## config.mk

```make
export PLATFORM = sky130hd
export DESIGN_NAME = spram_mul_sequencer
export DESIGN_NICKNAME = d
export VERILOG_FILES = /design/src/rtl/spram_mul_pkg.sv /design/src/rtl/spram_mul_sequencer_dsp_mul4.sv /design/src/rtl/spram_mul_sequencer.sv
export SDC_FILE = /design/constraint.sdc
export NUM_CORES = 2
export LEC_CHECK = 0
export BUFFER_PORTS_ARGS = -buffer_cell sky130_fd_sc_hd__clkbuf_2
export CORE_AREA = 2 2 480 482
export DETAILED_ROUTE_END_ITERATION = 16
export DIE_AREA = 0 0 482 484
export GPL_ROUTABILITY_DRIVEN = 1
export GPL_TIMING_DRIVEN = 0
export PLACE_DENSITY_LB_ADDON = 0.25
export SLEW_MARGIN = 10
export SYNTH_ARGS = -nofsm -noshare
export SYNTH_HDL_FRONTEND = slang
export SYNTH_SLANG_ARGS = --single-unit
```

## constraint.sdc

```tcl
create_clock -name clk -period 7.8 [get_ports clk]
set_input_delay 0.78 -clock clk [delete_from_list [all_inputs] [get_ports clk]]
set_output_delay 0.78 -clock clk [all_outputs]
set_load 0.05 [all_outputs]
```

## src/rtl/spram_mul_pkg.sv

```systemverilog
// Shared definitions for the single-port RAM multiply sequencer.
// Covers the lane geometry, the FSM encoding and the lane slice helper.
package spram_mul_pkg;

    localparam int LANE_W = 16;
    localparam int LANES  = 8;
    localparam int PAIRS  = 4;
    localparam int PROD_W = 32;

    typedef enum logic [2:0] {
        ST_IDLE,
        ST_RD,
        ST_WAIT,
        ST_MUL,
        ST_WR,
        ST_DONE
    } state_t;

    function automatic int lane_off(input int idx, input int width);
        return idx * width;
    endfunction

endpackage

```

## src/rtl/spram_mul_sequencer_dsp_mul4.sv

```systemverilog
// Four registered signed 16x16 multipliers with one cycle of latency.
// Adjacent shorts (2k, 2k+1) form pair k, and its 32-bit product lands in lane k.
module dsp_mul4
    import spram_mul_pkg::*;
#(
    parameter int DATA_WIDTH = 128
) (
    input  logic                  clk,
    input  logic                  reset_n,
    input  logic                  en,
    input  logic [DATA_WIDTH-1:0] operand_p0,
    output logic [DATA_WIDTH-1:0] product_p1
);

    logic signed [LANE_W-1:0] lane_a [PAIRS];
    logic signed [LANE_W-1:0] lane_b [PAIRS];

    always_comb begin
        for (int k = 0; k < PAIRS; k++) begin
            lane_a[k] = operand_p0[lane_off(2*k, LANE_W) +: LANE_W];
            lane_b[k] = operand_p0[lane_off(2*k+1, LANE_W) +: LANE_W];
        end
    end

    // p0 -> p1: full-precision products, 32 bits always holds a 16x16 signed product
    always_ff @(posedge clk or negedge reset_n) begin
        if (!reset_n) begin
            product_p1 <= '0;
        end else if (en) begin
            for (int k = 0; k < PAIRS; k++) begin
                product_p1[lane_off(k, PROD_W) +: PROD_W] <= PROD_W'(lane_a[k]) * PROD_W'(lane_b[k]);
            end
        end
    end

endmodule

```

## src/rtl/spram_mul_sequencer.sv

```systemverilog
// Owns the single RAM port, sharing it between h2f host word accesses and
// a multiply job that rewrites N source words as four 32-bit products each.
module spram_mul_sequencer
    import spram_mul_pkg::*;
#(
    parameter int DATA_WIDTH = 128,
    parameter int ADDR_WIDTH = 6
) (
    input  logic                  clk,
    input  logic                  reset_n,
    input  logic                  host_valid,
    input  logic                  host_write,
    input  logic [ADDR_WIDTH-1:0] host_addr,
    input  logic [DATA_WIDTH-1:0] host_wdata,
    output logic                  host_ready,
    output logic                  host_rvalid,
    output logic [DATA_WIDTH-1:0] host_rdata,
    input  logic                  start,
    input  logic [ADDR_WIDTH-1:0] src_base,
    input  logic [ADDR_WIDTH-1:0] dst_base,
    input  logic [ADDR_WIDTH:0]   count,
    output logic                  busy,
    output logic                  done,
    output logic [ADDR_WIDTH-1:0] ram_addr,
    output logic [DATA_WIDTH-1:0] ram_data,
    output logic                  ram_we,
    input  logic [DATA_WIDTH-1:0] ram_q
);

    state_t                state, state_nxt;
    logic [ADDR_WIDTH-1:0] src_q, dst_q;
    logic [ADDR_WIDTH:0]   count_q, idx_q, idx_inc;
    logic [DATA_WIDTH-1:0] operand_p0, product_p1;
    logic                  host_acc, mul_en;

    assign idx_inc    = idx_q + (ADDR_WIDTH+1)'(1);
    assign host_acc   = (state == ST_IDLE) && !start && host_valid;
    assign host_rdata = host_rvalid ? ram_q : '0;

    always_ff @(posedge clk or negedge reset_n) begin
        if (!reset_n) state <= ST_IDLE;
        else          state <= state_nxt;
    end

    always_comb begin
        state_nxt = state;
        unique case (state)
            ST_IDLE: if (start) state_nxt = (count == '0) ? ST_DONE : ST_RD;
            ST_RD:   state_nxt = ST_WAIT;
            ST_WAIT: state_nxt = ST_MUL;
            ST_MUL:  state_nxt = ST_WR;
            ST_WR:   state_nxt = (idx_inc < count_q) ? ST_RD : ST_DONE;
            ST_DONE: state_nxt = ST_IDLE;
            default: state_nxt = ST_IDLE;
        endcase
    end

    always_comb begin
        host_ready = 1'b0;
        ram_addr   = '0;
        ram_data   = '0;
        ram_we     = 1'b0;
        busy       = 1'b0;
        done       = 1'b0;
        mul_en     = 1'b0;
        unique case (state)
            ST_IDLE: begin
                host_ready = !start;
                if (host_acc) begin
                    ram_addr = host_addr;
                    ram_we   = host_write;
                    if (host_write) ram_data = host_wdata;
                end
            end
            ST_RD: begin
                busy     = 1'b1;
                ram_addr = src_q + idx_q[ADDR_WIDTH-1:0];
            end
            ST_WAIT: busy = 1'b1;
            ST_MUL: begin
                busy   = 1'b1;
                mul_en = 1'b1;
            end
            ST_WR: begin
                busy     = 1'b1;
                ram_we   = 1'b1;
                ram_addr = dst_q + idx_q[ADDR_WIDTH-1:0];
                ram_data = product_p1;
            end
            ST_DONE: done = 1'b1;
            default: ;
        endcase
    end

    // RAM -> p0: ram_q holds the RD-cycle word during WAIT
    always_ff @(posedge clk or negedge reset_n) begin
        if (!reset_n) begin
            src_q       <= '0;
            dst_q       <= '0;
            count_q     <= '0;
            idx_q       <= '0;
            operand_p0  <= '0;
            host_rvalid <= 1'b0;
        end else begin
            if (state == ST_IDLE && start) begin
                src_q   <= src_base;
                dst_q   <= dst_base;
                count_q <= count;
                idx_q   <= '0;
            end else if (state == ST_WR) begin
                idx_q <= idx_inc;
            end
            if (state == ST_WAIT) operand_p0 <= ram_q;
            host_rvalid <= host_acc && !host_write;
        end
    end

    dsp_mul4 #(.DATA_WIDTH(DATA_WIDTH)) u_dsp_mul4 (
        .clk        (clk),
        .reset_n    (reset_n),
        .en         (mul_en),
        .operand_p0 (operand_p0),
        .product_p1 (product_p1)
    );

endmodule
```

; After elaboration in Yosys (flattened, before gate mapping)
; Index checks and enable logic that the tools add are counted.
; W data, S select, Z words.
[op_classes]
n_mul = 4
reduce_logical = 10
n_lt_le_gt_ge = 1
muxes = 18
addsub = 3
n_eq_ne = 6
[ops]
columns = op, count
row1 = $mux W128, 3
row2 = $pmux W128 S2, 1
row3 = $mul A16 B16 Y32, 4
row4 = $pmux W6 S3, 1
row5 = $pmux W3 S5, 1
row6 = $mux W7, 2
row7 = $add A6 B6 Y6, 2
row8 = $mux W3, 3
row9 = $add A7 B1 Y7 const B, 1
row10 = $logic_not A7 Y1, 1
row11 = $lt A7 B7 Y1, 1
row12 = $eq A3 B2 Y1 const B, 2
row13 = $eq A3 B3 Y1 const B, 2
row14 = $mux W6, 1
row15 = $mux W1, 5
row16 = $logic_and A1 B1 Y1, 4
row17 = $reduce_or A4 Y1, 1
row18 = $eq A3 B1 Y1 const B, 1
row19 = $logic_not A3 Y1, 1
row20 = $logic_not A1 Y1, 2
row21 = $ne A2 B2 Y1 const B, 1
row22 = $pmux W1 S2, 1
row23 = $reduce_bool A2 Y1, 1
[totals]
inputBits = 286
reg_bits = 286
elab_cells = 50
out_inout_bits = 267

; Longest topological paths before layout
[depth]
depth_word = 5
depth_mapped = 25
ltp_nobuf = 23

; Hierarchy
; From an unflattened synthesis, not the netlist that was laid out.
[unflattened]
hier_cells = 5385
area_unflattened_um2 = 52860.7
[by_module_without_submodules]
columns = mod, cells_per_inst, area_per_inst_um2, instances, seq_area_each_um2
row1 = dsp_mul4, 4621, 43848.3, 1, 3203.1
row2 = spram_mul_sequencer, 764, 9012.4, 1, 3953.8

; Worst setup path after synthesis
; Ideal clock, no wire load.
[synth_timing]
path_type = register to register
from = register operand_p0[57]
to = register u_dsp_mul4.product_p1[62]
path_stages_with_launch = 25
setup_time_ns = 0.131
arrival_time_ns = 6.055
required_time_ns = 7.669
path_slack_ns = 1.614
path_buffers = 2
period_less_slack_ns = 6.186
path_cell_list = dfrtp_1 -> clkbuf_1 -> clkbuf_1 -> nand2_1 -> fa_1 -> inv_1 -> fa_1 -> inv_1 -> fa_1 -> inv_1 -> fa_1 -> fa_1 -> inv_1 -> fa_1 -> inv_1 -> ha_1 -> a21oi_1 -> o211ai_1 -> a221o_1 -> a41o_2 -> a2111oi_4 -> nor3_2 -> o31ai_4 -> xor2_1 -> o21ai_1
[synth_via]
elab_chain_cells = 1
[synth_lines]
columns = element, line_no
row1 = "start, declared", spram_mul_sequencer.sv:33  ; logic [DATA_WIDTH-1:0] operand_p0, product_p1;
row2 = "start signal, assigned", spram_mul_sequencer.sv:113  ; if (state == ST_WAIT) operand_p0 <= ram_q;
row3 = $mul A16 B16 Y32, spram_mul_sequencer_dsp_mul4.sv:31  ; product_p1[lane_off(k, PROD_W) +: PROD_W] <= PROD_W'(lane_a[k]) * PROD_W'(lane_b[k]);
row4 = "end signal, assigned by index", spram_mul_sequencer_dsp_mul4.sv:31
row5 = "end, declared", spram_mul_sequencer_dsp_mul4.sv:12  ; output logic [DATA_WIDTH-1:0] product_p1
; Every way passes these cells.
; A chain may end at the register's enable or synchronous reset.

; Worst setup path in the final report
[layout_timing]
from = register operand_p0[47]
to = register u_dsp_mul4.product_p1[63]
; Same word-level chain as after synthesis.

==> flow_summary.ini <==
[grt]
grt_pass1_wl_mm = 281
first_global_vias = 42700
grt.overflow.total = 0
grt_max_degree = 82
antenna_found_initial = 23
groute.usage.overall_pct = 16.2

[yosys]
synth-seq-cells = 286
syn_inst = 5469
syn_area_per_cell_um2 = 9.54
ys.flop_type = dfrtp_1
synth_cell_types = 73
synth_seq_area_share_pct = 13.7
synth_edf_count = 0
synthArstFlopShare_pct = 100
syn_area_mm2 = 0.0522
synth_fp_nets = 7144
ys.warnings.count = 0

[setup_path]
arrival_ns = 7.94
startpoint_type = flop
cp_top_family = adder cells
cpMostUsedCell = fa_1
path_class = flop to flop
slowest_stage = clkbuf_1
path_cells = clkbuf_1, nand2_1, inv_1, fa_1, inv_1, fa_1, fa_1, inv_1, fa_1, fa_1, inv_1, fa_1, inv_1, ha_1, nand4_1, or2_0, a211o_1, a21boi_1, a31oi_1, o211ai_1, a41oi_1, xnor2_1, o21ai_1
max_stage_delay_ns = 0.64
cp_num_buf_inv = 6
crit_required_ns = 8.31
endpoint_kind = flop
cp_max_fo = 10

[clock_network]
cts_tree = built
cts_setup_buffers = 0
numCtsBuffers = 44
cts_buffer_depth = 3
numClockSinks = 286
clkLatencyLatePin_ns = 0.67
cts_root_buffer = clkbuf_16
htree_levels = 2
clk_pin_slew_worst_paths_ns = 0.06

[floorplan]
io_pins = 553
initial_core_util_pct = 22.8
dieHeight_um = 484
core_area_mm2 = 0.229
die_width_um = 482
die-area_mm2 = 0.233
fp-row-count = 176

[drt]
ant_nets = 0
wl_mm = 186
vias = 39300
drt-pass1-iter-count = 5
via_per_inst = 4.29
drt_first_iter_violations = 1898
drc = 0
wire_per_inst_um = 20.3

[sta]
setup_tns_ns = 0
slew_viol_final = 0
hold_viol_final = 0
worst_pin_slew_ns = 1.23
setup_viol = 0
relSlewSlack_pct = 18.2
rsz0062_at_grt = no
finalCriticalPeriod_ns = 7.43
finClkSkew_ns = 0.0399
fin_crit_sh_pct = 95.2
clock.fmax_ghz = 0.135

[run]
drv_cap = 0

[cells_and_area]
drive_above_1_share_pct = 13.6
seqCellArea_mm2 = 0.00716
area_growth_pct = 16.0
fin_nets = 7752
post-route-util_pct = 26.5
final_cells = 9153
multi_input_area_mm2 = 0.0398
nFillCells = 24700

[hold_path]
hp-class = primary input to flop

[placed_design]
hpwl_mm = 161
dp.cells = 9056
port_buffers = 552
gp_congestion = 0.903

[run_status]
status = completed
-- registers in the layout (all words and copies together) (netlist names) --
name,count
dst_q,6
operand_p0,128
u_dsp_mul4.product_p1,128
src_q,6
host_rvalid,1
state,3
idx_q,7
count_q,7
-- routing by layer --
layer,share of wire [%],track usage [%],wire (µm),up-vias
li1,-,-,-,17900
met1,44,21.8,82000,20400
met2,48,27.2,89800,882
met3,4.2,1.58,7840,154
met4,3.4,5.19,6300,0
met5,0,0,0,-
-- per-stage QoR --
stage | setup WS [ns] | cell area, µm² | hold WS, ns
detailed placement | 0.333 | 58900 | 0.471
finish | 0.375 | 60500 | 0.304
floorplan | 1.61 | 52200 | 0.439
CTS | 0.313 | 60500 | 0.227
global route | 0.0250 | 60500 | 0.273
global placement | -1.28 | 58700 | 0.465
-- kinds of logic (layout without fill, tap and decap cells) --
group                      count (synthesis)  after routing  share of synthesized area (%)
buffers and inverters                   1392           2034                           10.1
DFF                                      286            286                           13.7
adders and majority gates               1389           1389                           48.4
muxes                                    139            139                           3.00
and+or+nand+nor                         1558           1558                           14.9
xor gates and xnor gates                 148            148                           2.48
AOI/OAI and AO/OA                        557            557                           7.42
other                                      0             16                              0
-- cells in the final DEF, fill, tap and decap left out, types with 6 or more instances in the layout --
cell type  instances
nand2b_1          27
diode_2           16
o21bai_1          20
and3_1             8
xnor2_1          101
xor2_1            47
clkbuf_16         44
and2_1           624
o21ai_1           31
ha_1             340
o31ai_1            7
inv_1           1158
nand4_1            9
a21o_1            45
clkbuf_1         203
or2_2              6
buf_2             22
a22o_1           139
o21a_1            12
dfrtp_1          286
a21oi_1           91
clkinv_2           9
bufinv_16          6
inv_6             10
nand3_1           25
a211oi_1          13
nor2_1            90
clkbuf_2         556
a211o_1            9
mux2_2           137
nor2b_1            8
a31oi_1           12
o21ai_0          120
o211ai_1          13
nor3_1            22
nand2_1          701
fa_1            1049
-- Yosys cell counts (all sizes together), types with 4 or more instances --
cell,n,area share (%)
a211o,9,0.15
a211oi,16,0.26
a21o,46,0.66
a21oi,91,0.87
a22o,139,2.3
a31o,5,0.084
a31oi,12,0.14
and2,624,7.5
and3,8,0.096
buf,25,0.23
clkbuf,209,1.5
dfrtp,286,14
fa,1049,40
ha,340,8.2
inv,1158,8.3
mux2,137,3.0
nand2,701,5.0
nand2b,27,0.32
nand3,25,0.24
nand4,9,0.11
nand4b,5,0.084
nor2,90,0.65
nor2b,8,0.096
nor3,23,0.23
nor3b,6,0.086
nor4,5,0.060
o211ai,13,0.19
o21a,12,0.17
o21ai,151,1.4
o21bai,20,0.29
o31ai,8,0.14
o41ai,5,0.084
or2,7,0.084
or3,5,0.060
or4b,4,0.077
xnor2,101,1.7
xor2,47,0.79
-- worst paths after layout --
kind	cells past startpoint	from	endpoint	slack (ns)
setup / recovery	23	operand_p0[47]$_DFFE_PN0P_	u_dsp_mul4.product_p1[63]$_DFFE_PN0P_	0.37
hold / removal	2	host_write	host_rvalid$_DFF_PN0_	0.30
setup reg to reg	23	operand_p0[47]$_DFFE_PN0P_	u_dsp_mul4.product_p1[63]$_DFFE_PN0P_	0.37
hold reg to reg	2	u_dsp_mul4.product_p1[82]$_DFFE_PN0P_	u_dsp_mul4.product_p1[82]$_DFFE_PN0P_	0.48
max in group asynchronous	5	reset_n	operand_p0[58]$_DFFE_PN0P_	5.86
min in group asynchronous	2	reset_n	operand_p0[105]$_DFFE_PN0P_	0.49
-- worst reg2reg max path, stage by stage, from the launching register on --
cell      delay [ns]
dfrtp_1         0.60
clkbuf_1        0.64
nand2_1         0.21
inv_1           0.17
fa_1            0.42
inv_1           0.09
fa_1            0.46
fa_1            0.53
inv_1           0.05
fa_1            0.49
fa_1            0.49
inv_1           0.05
fa_1            0.50
inv_1           0.05
ha_1            0.36
nand4_1         0.12
or2_0           0.24
a211o_1         0.28
a21boi_1        0.46
a31oi_1         0.33
o211ai_1        0.30
a41oi_1         0.17
xnor2_1         0.17
o21ai_1         0.07
-- final cells by class --
class / instances / area share (%)
multi-input combinational: 3791 / 65.7
sequential: 286 / 11.8
inverter: 1158 / 7.18
tap: 3026 / 6.25
timing repair buffer: 562 / 4.92
clock buffer: 46 / 1.86
buffer: 234 / 1.51
clock inverter: 34 / 0.674
antenna: 16 / 0.0661
-- what timing repair did --
| item | 4_1_cts | 5_1_grt |
|---|---|---|
| hold endpoints to repair | 7 | 0 |
| hold buffers | 1 | 0 |
| gates resized for setup | 0 | 1 |
| setup endpoints to repair | 0 | 1 |
Power is left out: the tool's default activity adds up to more than one toggle a clock period on the data nets, which glitch-free logic cannot reach.
